$ cat src/rtl/uart_pkg.sv
// Shared UART definitions used by both the transmitter and the receiver.
package uart_pkg;

    typedef enum logic [1:0] {
        IDLE  = 2'd0,
        START = 2'd1,
        DATA  = 2'd2,
        STOP  = 2'd3
    } uart_state_t;

    localparam int CLKS_PER_BIT_DEFAULT = 10417;  // 100 MHz / 9600 baud
    localparam int FRAME_BITS           = 10;     // start + 8 data + stop

endpackage

$ cat src/rtl/uart_tx_fifo.sv
// Byte queue between the CPU write strobe and the serialiser; the head entry is always visible.
module uart_tx_fifo
    import uart_pkg::*;
#(
    parameter int DEPTH = 4,
    parameter int WIDTH = 8,
    localparam int PW   = $clog2(DEPTH),
    localparam int CW   = PW + 1
) (
    input  logic             sysclk,
    input  logic             reset,
    input  logic             push,
    input  logic             pop,
    input  logic [WIDTH-1:0] din,
    output logic [WIDTH-1:0] head,
    output logic             full,
    output logic             empty,
    output logic [CW-1:0]    count
);

    logic [WIDTH-1:0] mem [DEPTH];
    logic [PW-1:0]    wr_ptr;
    logic [PW-1:0]    rd_ptr;
    logic             do_push;
    logic             do_pop;

    // Full is judged on the pre-edge count, so a same-cycle pop never frees room for a write.
    assign do_push = push & ~full;
    assign do_pop  = pop & ~empty;

    assign full  = (count == CW'(DEPTH));
    assign empty = (count == '0);
    assign head  = mem[rd_ptr];

    always_ff @(posedge sysclk) begin
        if (do_push) begin
            mem[wr_ptr] <= din;
        end
    end

    always_ff @(posedge sysclk or negedge reset) begin
        if (!reset) begin
            wr_ptr <= '0;
            rd_ptr <= '0;
            count  <= '0;
        end else begin
            if (do_push) begin
                wr_ptr <= wr_ptr + PW'(1);
            end
            if (do_pop) begin
                rd_ptr <= rd_ptr + PW'(1);
            end
            case ({do_push, do_pop})
                2'b10:   count <= count + CW'(1);
                2'b01:   count <= count - CW'(1);
                default: count <= count;
            endcase
        end
    end

endmodule

$ cat src/rtl/uart_tx.sv
// 8N1 UART transmitter with a small write FIFO, sticky overflow flag and registered serial output.
module uart_tx
    import uart_pkg::*;
#(
    parameter int CLKS_PER_BIT = CLKS_PER_BIT_DEFAULT,
    parameter int FIFO_DEPTH   = 4
) (
    input  logic       sysclk,
    input  logic       reset,
    input  logic [7:0] TX_DATA,
    input  logic       TX_EN,
    output logic       TX_STATUS,
    output logic       TX_BUSY,
    output logic       TX_OVF,
    output logic       UART_TX
);

    localparam int BW = $clog2(CLKS_PER_BIT);
    localparam int CW = $clog2(FIFO_DEPTH) + 1;
    localparam logic [BW-1:0] BAUD_LAST = BW'(CLKS_PER_BIT - 1);

    uart_state_t   state;
    uart_state_t   state_next;
    logic [BW-1:0] baud_cnt;
    logic [2:0]    bit_idx;
    logic [7:0]    shift;
    logic          tx_q;
    logic          tx_next;
    logic          ovf_q;
    logic          baud_tc;
    logic          fifo_pop;
    logic          fifo_full;
    logic          fifo_empty;
    logic [7:0]    fifo_head;
    logic [CW-1:0] fifo_count;

    uart_tx_fifo #(
        .DEPTH (FIFO_DEPTH),
        .WIDTH (8)
    ) u_fifo (
        .sysclk (sysclk),
        .reset  (reset),
        .push   (TX_EN),
        .pop    (fifo_pop),
        .din    (TX_DATA),
        .head   (fifo_head),
        .full   (fifo_full),
        .empty  (fifo_empty),
        .count  (fifo_count)
    );

    assign baud_tc = (baud_cnt == BAUD_LAST);

    always_ff @(posedge sysclk or negedge reset) begin
        if (!reset) begin
            state <= IDLE;
        end else begin
            state <= state_next;
        end
    end

    always_comb begin
        state_next = state;
        case (state)
            IDLE:  if (!fifo_empty) state_next = START;
            START: if (baud_tc) state_next = DATA;
            DATA:  if (baud_tc && bit_idx == 3'd7) state_next = STOP;
            STOP:  if (baud_tc) state_next = fifo_empty ? IDLE : START;
            default: state_next = IDLE;
        endcase
    end

    // Line level for the next cycle; a stop bit ending with a queued byte chains straight into a start bit.
    always_comb begin
        fifo_pop = 1'b0;
        tx_next  = tx_q;
        case (state)
            IDLE: begin
                if (!fifo_empty) begin
                    fifo_pop = 1'b1;
                    tx_next  = 1'b0;
                end
            end
            START: begin
                if (baud_tc) tx_next = shift[0];
            end
            DATA: begin
                if (baud_tc) tx_next = (bit_idx == 3'd7) ? 1'b1 : shift[1];
            end
            STOP: begin
                if (baud_tc) begin
                    fifo_pop = !fifo_empty;
                    tx_next  = fifo_empty;
                end
            end
            default: tx_next = 1'b1;
        endcase
    end

    always_ff @(posedge sysclk or negedge reset) begin
        if (!reset) begin
            baud_cnt <= '0;
            bit_idx  <= '0;
            tx_q     <= 1'b1;
            ovf_q    <= 1'b0;
        end else begin
            if (state == IDLE || baud_tc) begin
                baud_cnt <= '0;
            end else begin
                baud_cnt <= baud_cnt + BW'(1);
            end
            if (state == START) begin
                bit_idx <= '0;
            end else if (state == DATA && baud_tc) begin
                bit_idx <= bit_idx + 3'd1;
            end
            tx_q <= tx_next;
            if (TX_EN && fifo_full) begin
                ovf_q <= 1'b1;
            end
        end
    end

    always_ff @(posedge sysclk) begin
        if (fifo_pop) begin
            shift <= fifo_head;
        end else if (state == DATA && baud_tc) begin
            shift <= {1'b0, shift[7:1]};
        end
    end

    assign UART_TX   = tx_q;
    assign TX_STATUS = ~fifo_full;
    assign TX_BUSY   = (state != IDLE) | (fifo_count != '0);
    assign TX_OVF    = ovf_q;

endmodule

$ cat config.mk
export PLATFORM = sky130hd
export DESIGN_NAME = uart_tx
export DESIGN_NICKNAME = d
export VERILOG_FILES = /design/src/rtl/uart_pkg.sv /design/src/rtl/uart_tx_fifo.sv /design/src/rtl/uart_tx.sv
export SDC_FILE = /design/constraint.sdc
export NUM_CORES = 1
export LEC_CHECK = 0
export ABC_AREA = 1
export CAP_MARGIN = 20
export CORE_MARGIN = 8
export CORE_UTILIZATION = 65
export CTS_CLUSTER_DIAMETER = 40
export DETAILED_ROUTE_END_ITERATION = 7
export GPL_TIMING_DRIVEN = 0
export HOLD_SLACK_MARGIN = 0.06
export PLACE_DENSITY = 0.89
export SLEW_MARGIN = 25
export SYNTH_ARGS = -nofsm -noshare
export SYNTH_HDL_FRONTEND = slang
export SYNTH_HIERARCHICAL = 1
export SYNTH_SLANG_ARGS = --single-unit
$ cat constraint.sdc
create_clock -name sysclk -period 6.5 [get_ports sysclk]
set_input_delay 1.3 -clock sysclk [delete_from_list [all_inputs] [get_ports sysclk]]
set_output_delay 1.3 -clock sysclk [all_outputs]
set_load 0.03 [all_outputs]
# After elaboration in Yosys (flattened, before gate mapping)
# Memory sizes are Yosys's and may differ from the RTL's.
# Cells that the tools add are included.
# Widths: inputs -> output; s select.
[classes]
addsub = 6
n_eq_ne = 13
n_mux = 23
bitwise_logic = 5
n_reduce_logical = 14
[ops]
columns = ["cell", "count"]
rows = [
  ["$mux 8", 2],
  ["$add 14x1->14 const B", 1],
  ["$eq 14x14->1 const B", 1],
  ["$mux 14", 1],
  ["$mux 1", 10],
  ["$ne 2x2->1 const B", 5],
  ["$mux 2", 4],
  ["$pmux 2 s4", 1],
  ["$reduce_and 4->1", 2],
  ["$reduce_bool 2->1", 4],
  ["$add 3x1->3 const B", 2],
  ["$eq 2x2->1 const B", 3],
  ["$eq 3x3->1 const B", 2],
  ["$mux 3", 2],
  ["$pmux 3 s2", 1],
  ["$add 2x1->2 const B", 2],
  ["$eq 2x1->1 const B", 2],
  ["$pmux 1 s4", 1],
  ["$logic_and 1x1->1", 3],
  ["$logic_not 3->1", 1],
  ["$reduce_bool 3->1", 1],
  ["$sub 3x1->3 const B", 1],
  ["$and 1x1->1", 2],
  ["$logic_not 2->1", 1],
  ["other kinds (5)", 6],
]
[word_totals]
regBits = 36
mem_bits_rw = 32
inputBits = 11
elab_cells = 71
n_memories = 1
[mem_list]
columns = ["name", "words", "width", "read_ports", "rd_ports_with_merged_regs", "write_ports", "line", "text"]
rows = [
  ["u_fifo.mem", 4, 8, 1, 0, 1, "uart_tx_fifo.sv:21", "logic [WIDTH-1:0] mem [DEPTH];"],
]

# Logic depth before layout (Yosys ltp)
[logic_depth]
ltp_word = 7
ltp_mapped = 20
depth_no_buf = 20

# Cells and area by module
# The synthesis kept the hierarchy.
[by_module_without_submodules]
columns = ["mod", "instances", "cells_per_inst", "area_per_inst_um2", "seq_area_each_um2"]
rows = [
  ["uart_tx_fifo", 1, 154, 1751.7, 1136.1],
  ["uart_tx", 1, 197, 1614.0, 767.0],
]

# Worst setup path after synthesis
# Ideal clock, no wire load.
[synth_timing]
path_type = "register -> register"
start = "reg baud_cnt[0]"
end = "reg u_fifo.count[2]"
setup_ps = 117
arrival_ps = 2349
required_time_ps = 6383
setup_slack_ps = 4034
stages_incl_launch_ff = 20
period_less_slack_ps = 2466
cell_sequence = "dfrtp_1 > inv_1 > ha_1 > inv_1 > nor2_1 > nand2_1 > nor2_2 > nand2_4 > o21ai_4 > nand2_4 > inv_1 > nand2_1 > inv_1 > ha_1 > inv_1 > fa_1 > nand2_1 > nand3_1 > nand2_1 > nand2_1"
[synth_via]
elab_chain_len = 6
elab_cells_between_ends = 8
[synth_rtl]
columns = ["element", "line", "text"]
rows = [
  ["start: declaration", "uart_tx.sv:24", "logic [BW-1:0] baud_cnt;"],
  ["start signal: assignment", "uart_tx.sv:110", "baud_cnt <= baud_cnt + BW'(1);"],
  ["$eq 14x14->1 *", "uart_tx.sv:52", "assign baud_tc = (baud_cnt == BAUD_LAST);"],
  ["$mux 1 *", "uart_tx.sv:91", "if (baud_tc) begin"],
  ["$pmux 1 s2 *", "uart_tx.sv:77", "case (state)"],
  ["via fifo_pop", "uart_tx.sv:31", "logic fifo_pop;"],
  ["$and 1x1->1 *", "uart_tx_fifo.sv:29", "assign do_pop = pop & ~empty;"],
  ["via u_fifo.do_pop", "uart_tx_fifo.sv:25", "logic do_pop;"],
  ["$eq 2x1->1 / $eq 2x2->1 (equally long branches)", "uart_tx_fifo.sv:53", "case ({do_push, do_pop})"],
  ["$pmux 3 s2 / $reduce_bool 2->1 (equally long branches)", "-", ""],
  ["end signal: assignment", "uart_tx_fifo.sv:54", "2'b10: count <= count + CW'(1);"],
  ["end signal: assignment", "uart_tx_fifo.sv:55", "2'b01: count <= count - CW'(1);"],
  ["end signal: assignment", "uart_tx_fifo.sv:56", "default: count <= count;"],
  ["end: declaration", "uart_tx_fifo.sv:18", "output logic [CW-1:0] count"],
]
# Mark *: on every way through the listed nets, which the timed path passes. The rest lies on a longest branch.
# A chain may end at the register's enable or synchronous reset.

# Final worst setup path
[layout_timing]
start = "reg state[0]"
end = "out TX_BUSY"
[layout_via]
elab_chain_len = 2
[layout_rtl]
columns = ["element", "line", "text"]
rows = [
  ["start: declaration", "uart_tx.sv:22", "uart_state_t state;"],
  ["start signal: assignment", "uart_tx.sv:58", "state <= state_next;"],
  ["$reduce_bool 2->1", "uart_tx.sv:134", "assign TX_BUSY = (state != IDLE) | (fifo_count != '0);"],
  ["$or 1x1->1", "uart_tx.sv:134", ""],
  ["end: declaration", "uart_tx.sv:13", "output logic TX_BUSY,"],
]
# No other way between the ends.

==> impl_metrics.py <==
metrics = {
    "timing": {
        "min_period_ps": 3214,
        "max_slew_margin_pct": 45.08,
        "fin_skew_ps": 8.039,
        "whs_ps": 460.1,
        "hold_violations": 0,
        "max_freq_ghz": 0.3111,
        "tightestPinTransition_ps": 820.8,
        "slew_violations": 0,
        "final.setup.tns_ps": 0,
        "timing.final.crit_share_pct": 49.45,
        "finalSetupViolations": 0,
        "rsz0062_at_grt": "no",
        "fin_ws_ps": 3286,
    },
    "routing": {
        "first_pass_iters": 4,
        "vias": 2423,
        "wl_per_cell_um": 14.45,
        "drc": 0,
        "routed_wl_um": 6518,
        "via_per_inst": 5.373,
        "drt_iter0_drc": 135,
        "final_antenna_net_count": 0,
    },
    "synthesis": {
        "ys_ff_latch": 68,
        "synthArstFlopShare_pct": 41.18,
        "synth_fp_nets": 377,
        "yosysWarnings": 6,
        "synthFlopType": "edfxtp_1",
        "synth_area_per_cell_sq_um": 9.589,
        "yosysSeqAreaShare_pct": 56.54,
        "synth_cell_types": 33,
        "synth_edf_count": 40,
        "syn_area_sq_um": 3366,
        "netlist_instances": 351,
    },
    "cts": {
        "cts-root-buf": "clkbuf_8",
        "cts_sinks": 68,
        "cts_tree": "built",
        "clk_pin_slew_ps": 70,
        "clockBufferDepth": 2,
        "cts_buffers": 9,
        "post-cts-setup-buffers": 0,
        "insertion_delay_ps": 350,
        "cts_resized": 0,
        "ctsHtreeMaxLevel": 3,
        "cts.hold.buffers_added": 0,
    },
    "critical_path": {
        "rrSetupSlack_ps": 3670,
        "worst_ep_required_time_ps": 5200,
        "crit_chain": "inv_1 > ha_1 > nand2_1 > clkdlybuf4s50_1",
        "worst_setup_path_start_kind": "flip-flop",
        "critPathMaxFanout": 5,
        "cp_slowest_cell": "clkdlybuf4s50_1",
        "end_kind": "output pin",
        "critical-path-max-stage-delay_ps": 670,
        "arrival_ps": 1910,
        "critical_path_class": "reg -> out",
    },
    "run_status": {
        "status": "complete, no violations",
    },
    "cells_and_area": {
        "layout.nets": 402,
        "fillCellCount": 317,
        "final_util_pct": 75.43,
        "num_antenna_cells": 0,
        "instances_no_fill": 451,
        "syn2layout_area_growth_pct": 13.01,
        "stdcell_area_sq_um": 3804,
        "multi_input_area_sq_um": 1182,
        "drive_gt1_share_pct": 9.974,
        "seqCellArea_sq_um": 1903,
    },
    "global_routing": {
        "busiest_layer": "met2",
        "overflow": 0,
        "globalRouteMet1Util_pct": 20.32,
        "grt_use_met2_pct": 32.97,
        "grt_max_degree": 29,
        "grt_pass1_wl_um": 10990,
        "first_global_vias": 2447,
        "antenna_found_initial": 0,
        "grtUsageTotal_pct": 18.69,
        "met3_usage_pct": 4.878,
    },
    "pwr": {
        "power_mw": 1.674,
        "ir_drop_v": 0.0003259,
        "intPower_mw": 1.025,
        "swShare_pct": 38.76,
        "clkPwrFrac_pct": 22.5,
        "power_leakage_nw": 1.752,
        "power.switching_uw": 648.8,
        "power_frac_comb_pct": 38.4,
        "seq_power_share_pct": 39.1,
        "power.density_nw_per_um2": 440.1,
    },
    "floorplanning": {
        "ios": 15,
        "die_x_um": 87.96,
        "dieArea_sq_um": 7737,
        "row_count": 26,
        "fp.coreArea_sq_um": 5042,
        "initial_utilization_pct": 66.75,
        "die_h_um": 87.96,
    },
    "placed_design": {
        "pre_cts_ws_ps": 3506,
        "dp.cells": 435,
        "gp_congestion": 0.8730,
        "place_area_sq_um": 3588,
        "hpwlAfterDp_um": 4431,
        "portBuffers": 14,
    },
    "hold_path": {
        "hold_path.class": "reg -> reg",
    },
    "run": {
        "cap_viol_max_count": 0,
    },
}
-- per-layer routing --
layer | part of all wire [%] | routed length (um) | up-vias
li1 | - | - | 1189
met1 | 41 | 2663 | 1162
met2 | 53 | 3433 | 57
met3 | 4.2 | 277 | 15
met4 | 2.2 | 144 | 0
met5 | 0 | 0 | -
-- worst max-delay path, delay by kind of cell, from the launching register on --
kind / cells / cell delay [ps]
flops: 1 / 410
fa+ha+maj: 1 / 270
simple gates: 1 / 80
buf+inv: 2 / 800
-- final cells by class --
type,instances,share of cell area (%)
flip-flops and latches,68,50.03
repair buffers,14,3.553
clock buffers,9,3.257
clock inverters,7,2.401
plain buffers,4,1.151
inverters,63,6.217
multi-input cells,216,31.09
well taps,70,2.303
-- power by group through the flow --
stage	registers, mW	clock network (mW)	logic (mW)
final	0.654	0.376	0.644
after global placement	0.652	0	0.593
after CTS	0.654	0.381	0.645
after global routing	0.665	0.398	0.721
after floorplan	0.652	0	0.469
after detailed placement	0.660	0	0.630
-- logic make-up (layout without fill, tap and decap cells) --
logic type                 after synthesis  count (layout)  share of synthesized area, %
and+or+nand+nor                        164             164                         21.64
AOI/OAI and AO/OA                       33              33                         6.655
buffers and inverters                   67              97                         8.327
adders and majority gates               15              15                         5.799
DFF                                     68              68                         56.54
xor gates and xnor gates                 4               4                         1.041
-- registers in the layout, summed over array words and instances (netlist names) --
name           cells
u_fifo/mem        32
baud_cnt          14
shift              8
bit_idx            3
u_fifo/count       3
state              2
u_fifo/rd_ptr      2
u_fifo/wr_ptr      2
TX_OVF             1
UART_TX            1
-- synthesized netlist by cell type (6+ instances only) --
library cell	instances	area share, %
a21oi_1	6	0.89
dfrtp_1	27	20
edfxtp_1	40	36
ha_1	14	5.2
inv_1	59	6.6
nand2_1	88	9.8
nand3_1	24	3.6
nor2_1	24	2.7
nor3_1	13	1.9
o211ai_1	16	3.6
o21ai_0	7	1.0
-- final timing paths --
check	from	endpoint	cells past startpoint
worst min-delay path	UART_TX	UART_TX	2
min in group asynchronous	reset	baud_cnt[5]	1
worst max-delay path	state[0]	TX_BUSY	4
worst max register to register	baud_cnt[0]	u_fifo/count[2]	19
max in group asynchronous	reset	u_fifo/count[2]	1
worst min register to register	UART_TX	UART_TX	2
-- cells in the final DEF, fill, tap and decap left out, types with 2 or more instances in the layout --
cell type        count
a21oi_1              6
buf_6                2
bufinv_16            2
clkbuf_8            10
clkdlybuf4s50_1     13
clkinv_1             2
clkinvlp_4           3
dfrtp_1             27
edfxtp_1            40
ha_1                14
inv_1               59
inv_2                3
nand2_1             88
nand2_2              2
nand2_4              3
nand3_1             24
nand3_2              2
nor2_1              24
nor2_2               3
nor3_1              13
o211ai_1            16
o21ai_0              7
xor2_1               3
Note: power is estimated with default switching activity, not from simulation.
